$ cat src/rtl/pll_reset_sequencer_pkg.sv
// Shared state encodings and sizing helper for the PLL reset sequencer.
// Encodings are visible on the debug state port, so they must not be renumbered.
package pll_reset_sequencer_pkg;

  typedef enum logic [2:0] {
    ST_RESET_PLL = 3'd0,
    ST_WAIT_LOCK = 3'd1,
    ST_STABILIZE = 3'd2,
    ST_RUN       = 3'd3,
    ST_FAULT     = 3'd4
  } seq_state_e;

  function automatic int max3(input int a, input int b, input int c);
    int m;
    m = (a > b) ? a : b;
    return (m > c) ? m : c;
  endfunction

endpackage

$ cat src/rtl/pll_reset_sequencer_sync_2ff.sv
// Single-bit two-flop synchroniser; reset clears both stages so an async
// input is re-qualified from scratch after every reset.
module sync_2ff (
  input  logic clk_i,
  input  logic rst_i,
  input  logic d_i,
  output logic q_o
);

  logic s1_q;
  logic s2_q;

  always_ff @(posedge clk_i) begin
    if (rst_i) begin
      s1_q <= 1'b0;
      s2_q <= 1'b0;
    end else begin
      s1_q <= d_i;
      s2_q <= s1_q;
    end
  end

  assign q_o = s2_q;

endmodule

$ cat src/rtl/pll_reset_sequencer.sv
// Drives SB_PLL40 RESETB, qualifies LOCK, and holds the PLL-domain system
// reset until lock has been continuously stable; retries, then faults.
module pll_reset_sequencer
  import pll_reset_sequencer_pkg::*;
#(
  parameter int PLL_RESET_CYCLES = 16,
  parameter int LOCK_TIMEOUT     = 12000,
  parameter int STABLE_CYCLES    = 1200,
  parameter int MAX_RETRIES      = 3
) (
  input  logic       clock_in,
  input  logic       reset,
  input  logic       locked,
  input  logic       restart,
  output logic       pll_resetb,
  output logic       sys_reset,
  output logic       fault,
  output logic       lock_lost,
  output logic [3:0] retry_count,
  output logic [2:0] state
);

  localparam int CNT_MAX = max3(PLL_RESET_CYCLES, LOCK_TIMEOUT, STABLE_CYCLES);
  localparam int CNT_W   = $clog2(CNT_MAX + 1);

  localparam logic [CNT_W-1:0] CNT_SAT    = {CNT_W{1'b1}};
  localparam logic [CNT_W-1:0] RST_LAST   = CNT_W'(PLL_RESET_CYCLES - 1);
  localparam logic [CNT_W-1:0] LOCK_LAST  = CNT_W'(LOCK_TIMEOUT - 1);
  localparam logic [CNT_W-1:0] STAB_LAST  = CNT_W'(STABLE_CYCLES - 1);
  localparam logic [3:0]       RETRY_MAX  = 4'(MAX_RETRIES);

  seq_state_e       state_q, state_d;
  logic [CNT_W-1:0] cnt_q, cnt_d;
  logic [3:0]       retry_q, retry_d;
  logic             pll_resetb_q, pll_resetb_d;
  logic             sys_reset_q, sys_reset_d;
  logic             fault_q, fault_d;
  logic             lock_lost_q, lock_lost_d;
  logic             lock_s;
  logic             fail;

  sync_2ff u_lock_sync (
    .clk_i (clock_in),
    .rst_i (reset),
    .d_i   (locked),
    .q_o   (lock_s)
  );

  always_comb begin
    state_d     = state_q;
    cnt_d       = (cnt_q == CNT_SAT) ? cnt_q : cnt_q + CNT_W'(1);
    retry_d     = retry_q;
    lock_lost_d = 1'b0;
    fail        = 1'b0;

    case (state_q)
      ST_RESET_PLL: begin
        if (cnt_q >= RST_LAST) begin
          state_d = ST_WAIT_LOCK;
          cnt_d   = '0;
        end
      end
      ST_WAIT_LOCK: begin
        if (lock_s) begin
          state_d = ST_STABILIZE;
          cnt_d   = '0;
        end else if (cnt_q >= LOCK_LAST) begin
          fail = 1'b1;
        end
      end
      ST_STABILIZE: begin
        if (!lock_s) begin
          fail = 1'b1;
        end else if (cnt_q >= STAB_LAST) begin
          state_d = ST_RUN;
          cnt_d   = '0;
          retry_d = '0;
        end
      end
      ST_RUN: begin
        cnt_d = '0;
        if (!lock_s) begin
          state_d     = ST_RESET_PLL;
          lock_lost_d = 1'b1;
          retry_d     = '0;
        end
      end
      ST_FAULT: cnt_d = '0;
      default: begin
        state_d = ST_RESET_PLL;
        cnt_d   = '0;
      end
    endcase

    // A failed attempt either burns one retry or exhausts the budget.
    if (fail) begin
      cnt_d = '0;
      if (retry_q >= RETRY_MAX) begin
        state_d = ST_FAULT;
      end else begin
        state_d = ST_RESET_PLL;
        retry_d = retry_q + 4'd1;
      end
    end

    if (restart) begin
      state_d     = ST_RESET_PLL;
      cnt_d       = '0;
      retry_d     = '0;
      lock_lost_d = 1'b0;
    end

    // Outputs follow the next state so they line up with the visible state.
    pll_resetb_d = (state_d == ST_WAIT_LOCK) || (state_d == ST_STABILIZE) ||
                   (state_d == ST_RUN);
    sys_reset_d  = (state_d != ST_RUN);
    fault_d      = (state_d == ST_FAULT);
  end

  always_ff @(posedge clock_in) begin
    if (reset) begin
      state_q      <= ST_RESET_PLL;
      cnt_q        <= '0;
      retry_q      <= '0;
      pll_resetb_q <= 1'b0;
      sys_reset_q  <= 1'b1;
      fault_q      <= 1'b0;
      lock_lost_q  <= 1'b0;
    end else begin
      state_q      <= state_d;
      cnt_q        <= cnt_d;
      retry_q      <= retry_d;
      pll_resetb_q <= pll_resetb_d;
      sys_reset_q  <= sys_reset_d;
      fault_q      <= fault_d;
      lock_lost_q  <= lock_lost_d;
    end
  end

  assign pll_resetb  = pll_resetb_q;
  assign sys_reset   = sys_reset_q;
  assign fault       = fault_q;
  assign lock_lost   = lock_lost_q;
  assign retry_count = retry_q;
  assign state       = state_q;

endmodule

$ cat config.mk
export PLATFORM = sky130hd
export DESIGN_NAME = pll_reset_sequencer
export DESIGN_NICKNAME = d
export VERILOG_FILES = /design/src/rtl/pll_reset_sequencer_pkg.sv /design/src/rtl/pll_reset_sequencer_sync_2ff.sv /design/src/rtl/pll_reset_sequencer.sv
export SDC_FILE = /design/constraint.sdc
export NUM_CORES = 1
export LEC_CHECK = 0
export ABC_CLOCK_PERIOD_IN_PS = 4460
export BUFFER_PORTS_ARGS = -buffer_cell sky130_fd_sc_hd__buf_4
export CAP_MARGIN = 20
export CORE_MARGIN = 2
export CORE_UTILIZATION = 50
export CTS_BUF_LIST = sky130_fd_sc_hd__clkbuf_8 sky130_fd_sc_hd__clkbuf_16
export CTS_CLUSTER_SIZE = 12
export DETAILED_ROUTE_END_ITERATION = 6
export PLACE_DENSITY = 0.75
export SETUP_SLACK_MARGIN = 0.15
export SLEW_MARGIN = 10
export SYNTH_ARGS = -nofsm -noshare
export SYNTH_HDL_FRONTEND = slang
export SYNTH_SLANG_ARGS = --single-unit
$ cat constraint.sdc
create_clock -name clock_in -period 4.46 [get_ports clock_in]
set_clock_uncertainty 0.1 [all_clocks]
set_input_delay 0.892 -clock clock_in [delete_from_list [all_inputs] [get_ports clock_in]]
set_output_delay 0.892 -clock clock_in [all_outputs]
set_load 0.005 [all_outputs]
After elaboration in Yosys (flattened, before gate mapping)
Cells that the tools add are included.

word-level totals
  flip-flop bits (word level) = 27
  bits in latches = 0
  bits in writable memories = 0
  memory bits (read-only) = 0
  input bits = 4
  output and inout bits = 11
  logic and storage cells = 57
  memories = 0

operators by class
  add/subtract/negate cells = 2
  $mul = 0
  divide/modulo/power cells = 0
  order comparisons = 4
  equality and inequality tests = 10
  shifts and indexed selects = 0
  mux-type cells = 25
  bitwise logic cells = 1
  reduce and logical (&&, ||, !) cells = 6

operator list
  kind                                                                  number
  2-to-1 mux 14 bit                                                     5
  case mux 14 bit (3 select lines)                                      1
  2-to-1 mux 3 bit                                                      8
  2-to-1 mux 4 bit                                                      5
  case mux 3 bit (5 select lines)                                       1
  adder 14 x 1 -> 14 bit (second input constant)                        1
  == test 14 bit (second input constant)                                1
  greater-or-equal comparator 14 x 11 -> 1 bit (second input constant)  1
  greater-or-equal comparator 14 bit (second input constant)            1
  greater-or-equal comparator 14 x 4 -> 1 bit (second input constant)   1
  == test 3 x 2 -> 1 bit (second input constant)                        4
  case mux 4 bit (2 select lines)                                       1
  == test 3 x 1 -> 1 bit (second input constant)                        2
  == test 3 bit (second input constant)                                 2
  OR reduction 3 bit                                                    2
  adder 4 x 1 -> 4 bit (second input constant)                          1
  greater-or-equal comparator 4 x 2 -> 1 bit (second input constant)    1
  zero test 3 bit                                                       1
  2-to-1 mux 1 bit                                                      3
  inequality test 3 x 2 -> 1 bit (second input constant)                1
  logical OR 1 bit                                                      2
  case mux 1 bit (2 select lines)                                       1
  OR reduction 2 bit                                                    1
  inverter 1 bit                                                        1

Depth between registers and ports, before layout
Gate-level depths: netlist of run 1.

  depth after elaboration = 9
  gate-level depth with buffers = 7
  mapped depth without buffers = 6

Hierarchy
A second synthesis of run 1 with hierarchy kept.

unflattened totals
  cell total of the unflattened synthesis = 148
  area, all modules = 1,328.8 µm²

modules (own cells, without submodules)
  module               times used  cells an instance  area each (µm²)  seq. area each (µm²)
  pll_reset_sequencer  1           144                1,276.2          500.5
  sync_2ff             1           4                  52.6             40.0

Worst setup path before layout of run 1
OpenSTA, ideal clock, no wires.

  kind = input to register
  start = input port reset
  end = register cnt_q[3]
  setup time = 0.064 ns
  data arrival time = 1.950 ns
  required time = 4.296 ns
  setup slack = 2.346 ns
  stages on the path = 7
  buffers on the path = 2
  cell sequence = clkbuf_1 nor3_1 nand2_1 nor4_1 a32oi_2 buf_6 nor2_1

on the way
  longest elaborated chain between the ends = 1

ends and longest elaborated chain
  element                       RTL line                    RTL
  from (decl)                   pll_reset_sequencer.sv:12   input logic reset,
  OR reduction 3 bit (no line)  -
  to (signal assigned)          pll_reset_sequencer.sv:131  cnt_q <= cnt_d;
  to (decl)                     pll_reset_sequencer.sv:33   logic [CNT_W-1:0] cnt_q, cnt_d;

No other way between the ends.
A chain may end at the register's enable or synchronous reset.

Final worst setup path of run 1
  start = register cnt_q[0]
  end = register cnt_q[10]

on the way
  longest elaborated chain between the ends = 5
  elaborated cells between the ends (all ways) = 15
  classes of those cells = add/sub (1); order compare (3); eq/ne (1); mux (9); reduce/logical (1)

ends and longest elaborated chain
  element                                                                        RTL line                                              RTL
  adder 14 x 1 -> 14 bit (tied with other cells)                                 pll_reset_sequencer.sv:51                             cnt_d = (cnt_q == CNT_SAT) ? cnt_q : cnt_q + CNT_W'(1);
  2-to-1 mux 14 bit / 2-to-1 mux 1 bit (equally long branches)                   pll_reset_sequencer.sv:51, pll_reset_sequencer.sv:67
  2-to-1 mux 14 bit / 2-to-1 mux 1 bit (equally long branches)                   pll_reset_sequencer.sv:74, pll_reset_sequencer.sv:64
  2-to-1 mux 14 bit / case mux 1 bit (2 select lines) (equally long branches)    pll_reset_sequencer.sv:72, pll_reset_sequencer.sv:56
  case mux 14 bit (3 select lines) / OR reduction 3 bit (equally long branches)  -

Parallel ways exist; a longest one is shown, timed or not.

==> reports/qor.csv, run 1 <==
metric,value,unit
outcome,"complete, no violations",
startpoint_type,flip-flop,
rsz0062_at_grt,false,
top_usage_layer,met2,
die_h,56.9,µm
grtUsageTotal,18.0,%
diodes,0,
cts_tree,yes,
cp_slowest_cell,a32oi_2,
fmaxAchievable,454,MHz
clk_pin_slew,0.09,ns
hpwl,2.01,mm
avgSynthCellArea,8.74,µm²
p_sw,0.0862,mW
wirelength,2.71,mm
setup_viol,0,
cts_max_path_buffers,2,
clk_latency,0.27,ns
port_buffers,14,
finalHoldViolations,0,
grt_overflow,0,
p_per_area,257,mW/mm²
slew_viol_final,0,
cp.required,4.50,ns
p_comb_share,3.1,%
yosysWarningCount,0,
cp_cell_sequence,"ha_1, nand4_1, a21oi_1, o21ai_0, a32oi_2, nor3_1",
max_stage_delay,0.61,ns
worstPathMaxFanout,14,
p_int,0.311,mW
place_area,0.00150,mm²
met3_usage,3.00,%
via_count,1211,
core,0.00271,mm²
wl_per_cell,13.5,µm
fin_nets,177,
area_delta_synth_final,10.5,%
synth_nets,166,
cp-end-kind,flip-flop,
cts_resized,0,
grt_pass1_vias,1046,
ir_drop,0.244,mV
yosysUniqueCellTypes,51,
grt_pass1_wl,4.67,mm
firstDrtPassIters,4,
hold_path_class,flip-flop to flip-flop,
synth-seq-cells,27,
path_buf_inv,0,
grtUsageMet1,25.7,%
fin_crit,2.20,ns
final_cell_mix,"dfxtp_1, nor2_1, buf_4",
die_w,56.9,µm
sequentialPowerShare,61.7,%
drt_iter0_markers,35,
cp.arrival,2.24,ns
tightest_slew,0.701,ns
htree_levels,1,
numCtsBuffers,3,
start_util,51.6,%
grt_max_degree,17,
clockPowerShare,35.3,%
max_slew_margin,53.2,%
cts_sinks,27,
fin_crit_sh,49.4,%
cts_root_buf,clkbuf_8,
detail-route-antenna-nets,0,
setup_tns,0,ns
critical_path.top_delay_family,compound AO/OA/AOI/OAI gates,
via_per_inst,6.02,
layout_commonest_cell,dfxtp_1,
drv_cap,0,
crit_type,flip-flop to flip-flop,
synth_edf_count,0,
pin_count,15,
power_leakage,0.533,nW
final_cell_area,0.00155,mm²
ys_async_sr_fraction,0,%
fp-row-count,19,
drive_above_1_share,17.1,%
dieArea,0.00324,mm²
grt.met2_usage,26.1,%
switching_share,21.7,%
yosysSeqAreaShare,38.6,%
antenna_found_initial,0,
drc_errors,0,
cts_setup_buffers,0,
place.gp.congestion,0.840,
cts-hold-fix-buffers,0,
synthCells,160,
netlist_area,0.00140,mm²
synth_top_flop_cell,dfxtp_1,
## path summary, 6_finish.rpt
kind | from | endpoint | slack (ns) | cells after the start
max | cnt_q[0] | cnt_q[10] | 2.26 | 6
min | u_lock_sync.s1_q | u_lock_sync.q_o | 0.36 | 1
max reg2reg | cnt_q[0] | cnt_q[10] | 2.26 | 6
min reg2reg | u_lock_sync.s1_q | u_lock_sync.q_o | 0.36 | 1
## stage by stage
| step | util [%] | instances | setup WS (ns) | hold slack (ns) | total power, mW |
|---|---|---|---|---|---|
| detailed placement | 55.2 | 197 | 2.08 | 0.343 | 0.263 |
| floorplan | - | 160 | 2.35 | 0.314 | 0.260 |
| finish | 57.0 | 201 | 2.26 | 0.357 | 0.398 |
| global route | 57.0 | 201 | 2.08 | 0.372 | 0.411 |
| CTS | 57.0 | 201 | 2.28 | 0.359 | 0.400 |
| global placement | 55.2 | 197 | 2.15 | 0.334 | 0.262 |
## worst reg2reg max path, stage by stage, from the launching register on
cell and delay, ns:
dfxtp_1 0.40, ha_1 0.28, nand4_1 0.11, a21oi_1 0.29
o21ai_0 0.17, a32oi_2 0.61, nor3_1 0.13
## cell usage after synthesis, types with 2 or more instances
cell       number  area share, %
nor4_1          3            1.3
nor3_1         11            3.9
nor2_1         20            5.4
nand3_1         2           0.72
xor2_1          5            3.1
o21ai_0         5            1.8
nand4_1         4            1.8
dfxtp_1        27             39
a31o_2          2            1.3
ha_1            2            1.8
a21oi_1         4            1.4
buf_2           2           0.72
and2_1          4            1.8
a31oi_1         3            1.3
or3_1           4            1.8
a211oi_1        2            1.1
nand2_1        13            3.5
o211ai_1        2            1.1
xnor2_1         3            1.9
nor3b_1         2            1.1
nand4b_1        2            1.3
clkbuf_2        2           0.72
and3_1          2           0.89
o2111ai_1       2            1.3
a31o_1          2            1.3
nor2b_1         5            2.2
## cell type report
type / instances / area, µm²
Fill cell: 253 / 1160
Clock inverter: 1 / 7.51
Multi-Input combinational cell: 124 / 808
Sequential cell: 27 / 541
Inverter: 1 / 3.75
Clock buffer: 3 / 41.3
Timing Repair Buffer: 14 / 105
Tap cell: 31 / 38.8
## per-layer routing
metal	up-vias	wire length (µm)
li1	613	-
met1	571	1360
met2	22	1230
met3	5	81
met4	0	44
met5	-	0
## registers in the layout, indices dropped and copies added, names as in the netlist
signal	flops
lock_lost	1
sys_reset	1
retry_count	4
u_lock_sync.q_o	1
pll_resetb	1
cnt_q	14
fault	1
u_lock_sync.s1_q	1
state	3
## power groups by stage
stage	sequential (mW)	combinational [mW]	clock, mW
6_report	0.245	0.0122	0.140
5_1_grt	0.246	0.0137	0.152
4_1_cts	0.245	0.0120	0.143
3_5_place_dp	0.251	0.0120	0
3_3_place_gp	0.251	0.0114	0
2_1_floorplan	0.250	0.00994	0
## logic make-up (layout without fill, tap and decap cells)
| group | after synthesis | after routing | share of synthesized area, % |
|---|---|---|---|
| AO/OA/AOI/OAI | 31 | 31 | 17.1 |
| XOR/XNOR | 8 | 8 | 5.01 |
| AND/OR/NAND/NOR | 82 | 82 | 33.2 |
| multiplexers | 1 | 1 | 0.716 |
| adder cells (fa/ha/maj) | 2 | 2 | 1.79 |
| buffers and inverters | 9 | 19 | 3.58 |
| flip-flops | 27 | 27 | 38.6 |
Note: power is estimated with default switching activity, not from simulation.
==> run 2, diff against run 1 <==
--- a/config.mk
+++ b/config.mk
@@ -5,7 +5,8 @@
 export SDC_FILE = /design/constraint.sdc
 export NUM_CORES = 1
 export LEC_CHECK = 0
-export ABC_CLOCK_PERIOD_IN_PS = 4460
+export ABC_AREA = 1
+export ABC_CLOCK_PERIOD_IN_PS = 2100
 export BUFFER_PORTS_ARGS = -buffer_cell sky130_fd_sc_hd__buf_4
 export CAP_MARGIN = 20
 export CORE_MARGIN = 2
@@ -13,7 +14,7 @@
 export CTS_BUF_LIST = sky130_fd_sc_hd__clkbuf_8 sky130_fd_sc_hd__clkbuf_16
 export CTS_CLUSTER_SIZE = 12
 export DETAILED_ROUTE_END_ITERATION = 6
-export PLACE_DENSITY = 0.75
+export PLACE_DENSITY = 0.74
 export SETUP_SLACK_MARGIN = 0.15
 export SLEW_MARGIN = 10
 export SYNTH_ARGS = -nofsm -noshare
==> constraint.sdc (replaced) <==
create_clock -name clock_in -period 2.1 [get_ports clock_in]
set_clock_uncertainty 0.1 [all_clocks]
set_input_delay 0.42 -clock clock_in [delete_from_list [all_inputs] [get_ports clock_in]]
set_output_delay 0.42 -clock clock_in [all_outputs]
set_load 0.005 [all_outputs]
==> run 2 against run 1 <==
Against the previous run:
- critical path depth rose by 5
- first-iteration DRC count grew to 2.7 times the previous value
- non-clock buffer count up 1
- worst hold slack got worse by 0.11 ns
- sequential share of layout area shrank 1.3 points
- combinational power increased by 96%
- final cell count up 36%
- sequential power rose by 110%
- total power up 110%
- routed wire length up 10%
- clock-buffer cell count unchanged
- register-to-register slack got worse by 2.0 ns
==> reports/qor.csv, run 2 <==
metric,value,unit,change
outcome,"complete, no violations",,
synth_most_common_cell,nand2_1,,
cts_root_buf,clkbuf_8,,
ys_async_sr_fraction,0,%,unchanged
cts_resized,0,,unchanged
startpoint_type,flip-flop,,
grt_max_degree,15,,-2
p_int,0.655,mW,+110%
switching_share,20.7,%,-0.97 points
wirelength,3.00,mm,+10%
sequentialPowerShare,62.8,%,+1.1 points
setup_tns,0,ns,unchanged
synth_top_flop_cell,dfxtp_1,,
dieArea,0.00330,mm²,+2.1%
startpoint,cnt_q[0],,
rsz0062_at_grt,false,,
dp_slack,0.178,ns,-1.90 ns
r2r-start,cnt_q[0],,
numCtsBuffers,3,,unchanged
synth_nets,233,,+40%
via_count,1428,,+18%
setup_ws,0.304,ns,-1.95 ns
cts-hold-fix-buffers,0,,unchanged
finalHoldViolations,0,,unchanged
diodes,0,,unchanged
fin_crit,1.80,ns,-0.407 ns
power_leakage,0.808,nW,+52%
avgSynthCellArea,6.30,µm²,-28%
via_per_inst,5.21,,-13%
port_buffers,14,,unchanged
ir_drop,0.389,mV,+59%
cp-end-kind,flip-flop,,
worstPathMaxFanout,14,,unchanged
hold_ws,0.244,ns,-0.113 ns
drt_iter0_markers,93,,+170%
synth_area_leaders,"dfxtp_1, nand2_1, nor2_1",,
grt_overflow,0,,unchanged
grt_pass1_vias,1143,,+9.3%
hold_path_class,primary input to flip-flop,,
p_comb_share,2.9,%,-0.2 points
max_stage_delay,0.37,ns,-0.24 ns
multi_input_area,756,µm²,-6.5%
die_h,57.5,µm,+1.0%
place.gp.congestion,1.00,,+19%
fp-row-count,19,,unchanged
setup_viol,0,,unchanged
die_w,57.5,µm,+1.0%
htree_levels,1,,unchanged
grtUsageTotal,19.2,%,+1.2 points
pin_count,15,,unchanged
dp_cells,270,,+37%
cp.arrival,1.91,ns,-0.33 ns
cp.required,2.21,ns,-2.29 ns
drv_cap,0,,unchanged
fillers,265,,+4.7%
slew_viol_final,0,,unchanged
critical_path.top_delay_family,simple AND/OR/NAND/NOR gates,,
synth.top_cells.by_count,"nand2_1, nor2_1, inv_1",,
final_cell_area,0.00162,mm²,+5.0%
area.sequential,547,µm²,+1.2%
fin_nets,250,,+41%
yosysSeqAreaShare,37.8,%,-0.85 points
largest_reg_flops,14,,unchanged
yosysWarningCount,0,,unchanged
rrSetupSlack,0.30,ns,-1.95 ns
drc_errors,0,,unchanged
synth.top_cell.area_share,37.8,%,-0.85 points
place_area,0.00156,mm²,+4.3%
cp_cell_sequence,"ha_1, buf_4, nand4_1, nand2_1, nand2_1, nand2_1, nand3_2, nand2_2, nor2_2, o21ai_4, nor2_1",,
cts_sinks,27,,unchanged
yosysUniqueCellTypes,23,,-55%
clockPowerShare,34.4,%,-0.9 points
path_buf_inv,1,,+1
wl_per_cell,10.9,µm,-19%
clk_latency,0.27,ns,about the same
area_delta_synth_final,13.5,%,
cts_tree,yes,,
cts_max_path_buffers,2,,unchanged
stdcell_count,274,,+36%
synth_edf_count,0,,unchanged
start_util,52.3,%,+0.70 points
p_sw,0.171,mW,+98%
netlist_area,0.00143,mm²,+2.2%
cp_slowest_cell,dfxtp_4,,
firstDrtPassIters,4,,unchanged
hp-start,locked,,
fmaxAchievable,557,MHz,+23%
p_per_area,509,mW/mm²,+98%
crit_type,flip-flop to flip-flop,,
yosys.area.top_type,dfxtp_1,,
synthCells,227,,+42%
max_slew_margin,72.7,%,+20 points
drive_above_1_share,11.5,%,-5.5 points
final_cell_mix,"nand2_1, nor2_1, inv_1",,
layout_commonest_cell,nand2_1,,
fin_crit_sh,85.5,%,+36 points
detail-route-antenna-nets,0,,unchanged
hpwl,2.27,mm,+13%
largest_register,cnt_q,,
fin_total_pwr,0.826,mW,+110%
cts_setup_buffers,0,,unchanged
clk_pin_slew,0.08,ns,about the same
worst_path_most_repeated_cell,nand2_1,,
grt_pass1_wl,4.91,mm,+5.2%
core,0.00273,mm²,+0.88%
antenna_found_initial,0,,unchanged
synth-seq-cells,27,,unchanged
tightest_slew,0.406,ns,-0.296 ns
post-route-util,59.4,%,+2.3 points
## run 2: per-layer routing
layer | vias up | part of all wire (%) | wire length, µm | track usage (%)
li1 | 743 | - | - | -
met1 | 641 | 51 | 1520 | 28.5
met2 | 39 | 42 | 1270 | 26.8
met3 | 5 | 5.4 | 161 | 3.17
met4 | 0 | 1.6 | 47 | 9.30
met5 | - | 0 | 0 | 0
## run 2: power by group through the flow
stage               Clock, mW  Sequential [mW]  Combinational [mW]
floorplan                   0            0.530              0.0165
global placement            0            0.531              0.0226
detailed placement          0            0.531              0.0228
CTS                     0.296            0.519              0.0230
global route            0.319            0.519              0.0268
finish                  0.284            0.518              0.0239
## run 2: layout make-up
cell class | count | share of cell area (%)
timing repair buffer | 15 | 6.94
multi-input combinational | 164 | 46.6
sequential | 27 | 33.7
clock inverter | 1 | 0.231
clock buffer | 3 | 2.54
inverter | 33 | 7.63
tap | 31 | 2.39
## run 2: logic make-up (layout without fill, tap and decap cells)
kind of cell,Yosys count,count (layout),share of synthesized area (%)
and+or+nand+nor,140,140,41.1
buffers and inverters,36,52,10.1
DFF,27,27,37.8
AOI/OAI and AO/OA,18,18,6.82
xor gates and xnor gates,4,4,2.45
adders and majority gates,2,2,1.75
## run 2: worst paths after layout
| check | to | cells past startpoint |
|---|---|---|
| worst max-delay path | cnt_q[4] | 11 |
| worst min-delay path | u_lock_sync.s1_q | 3 |
| worst min register to register | u_lock_sync.q_o | 2 |
| worst max register to register | cnt_q[4] | 11 |
## run 2: worst register-to-register path, cell delays in order, from the launching register on
cell,delay (ns)
dfxtp_4,0.37
ha_1,0.21
buf_4,0.16
nand4_1,0.10
nand2_1,0.07
nand2_1,0.07
nand2_1,0.09
nand3_2,0.09
nand2_2,0.07
nor2_2,0.15
o21ai_4,0.15
nor2_1,0.12
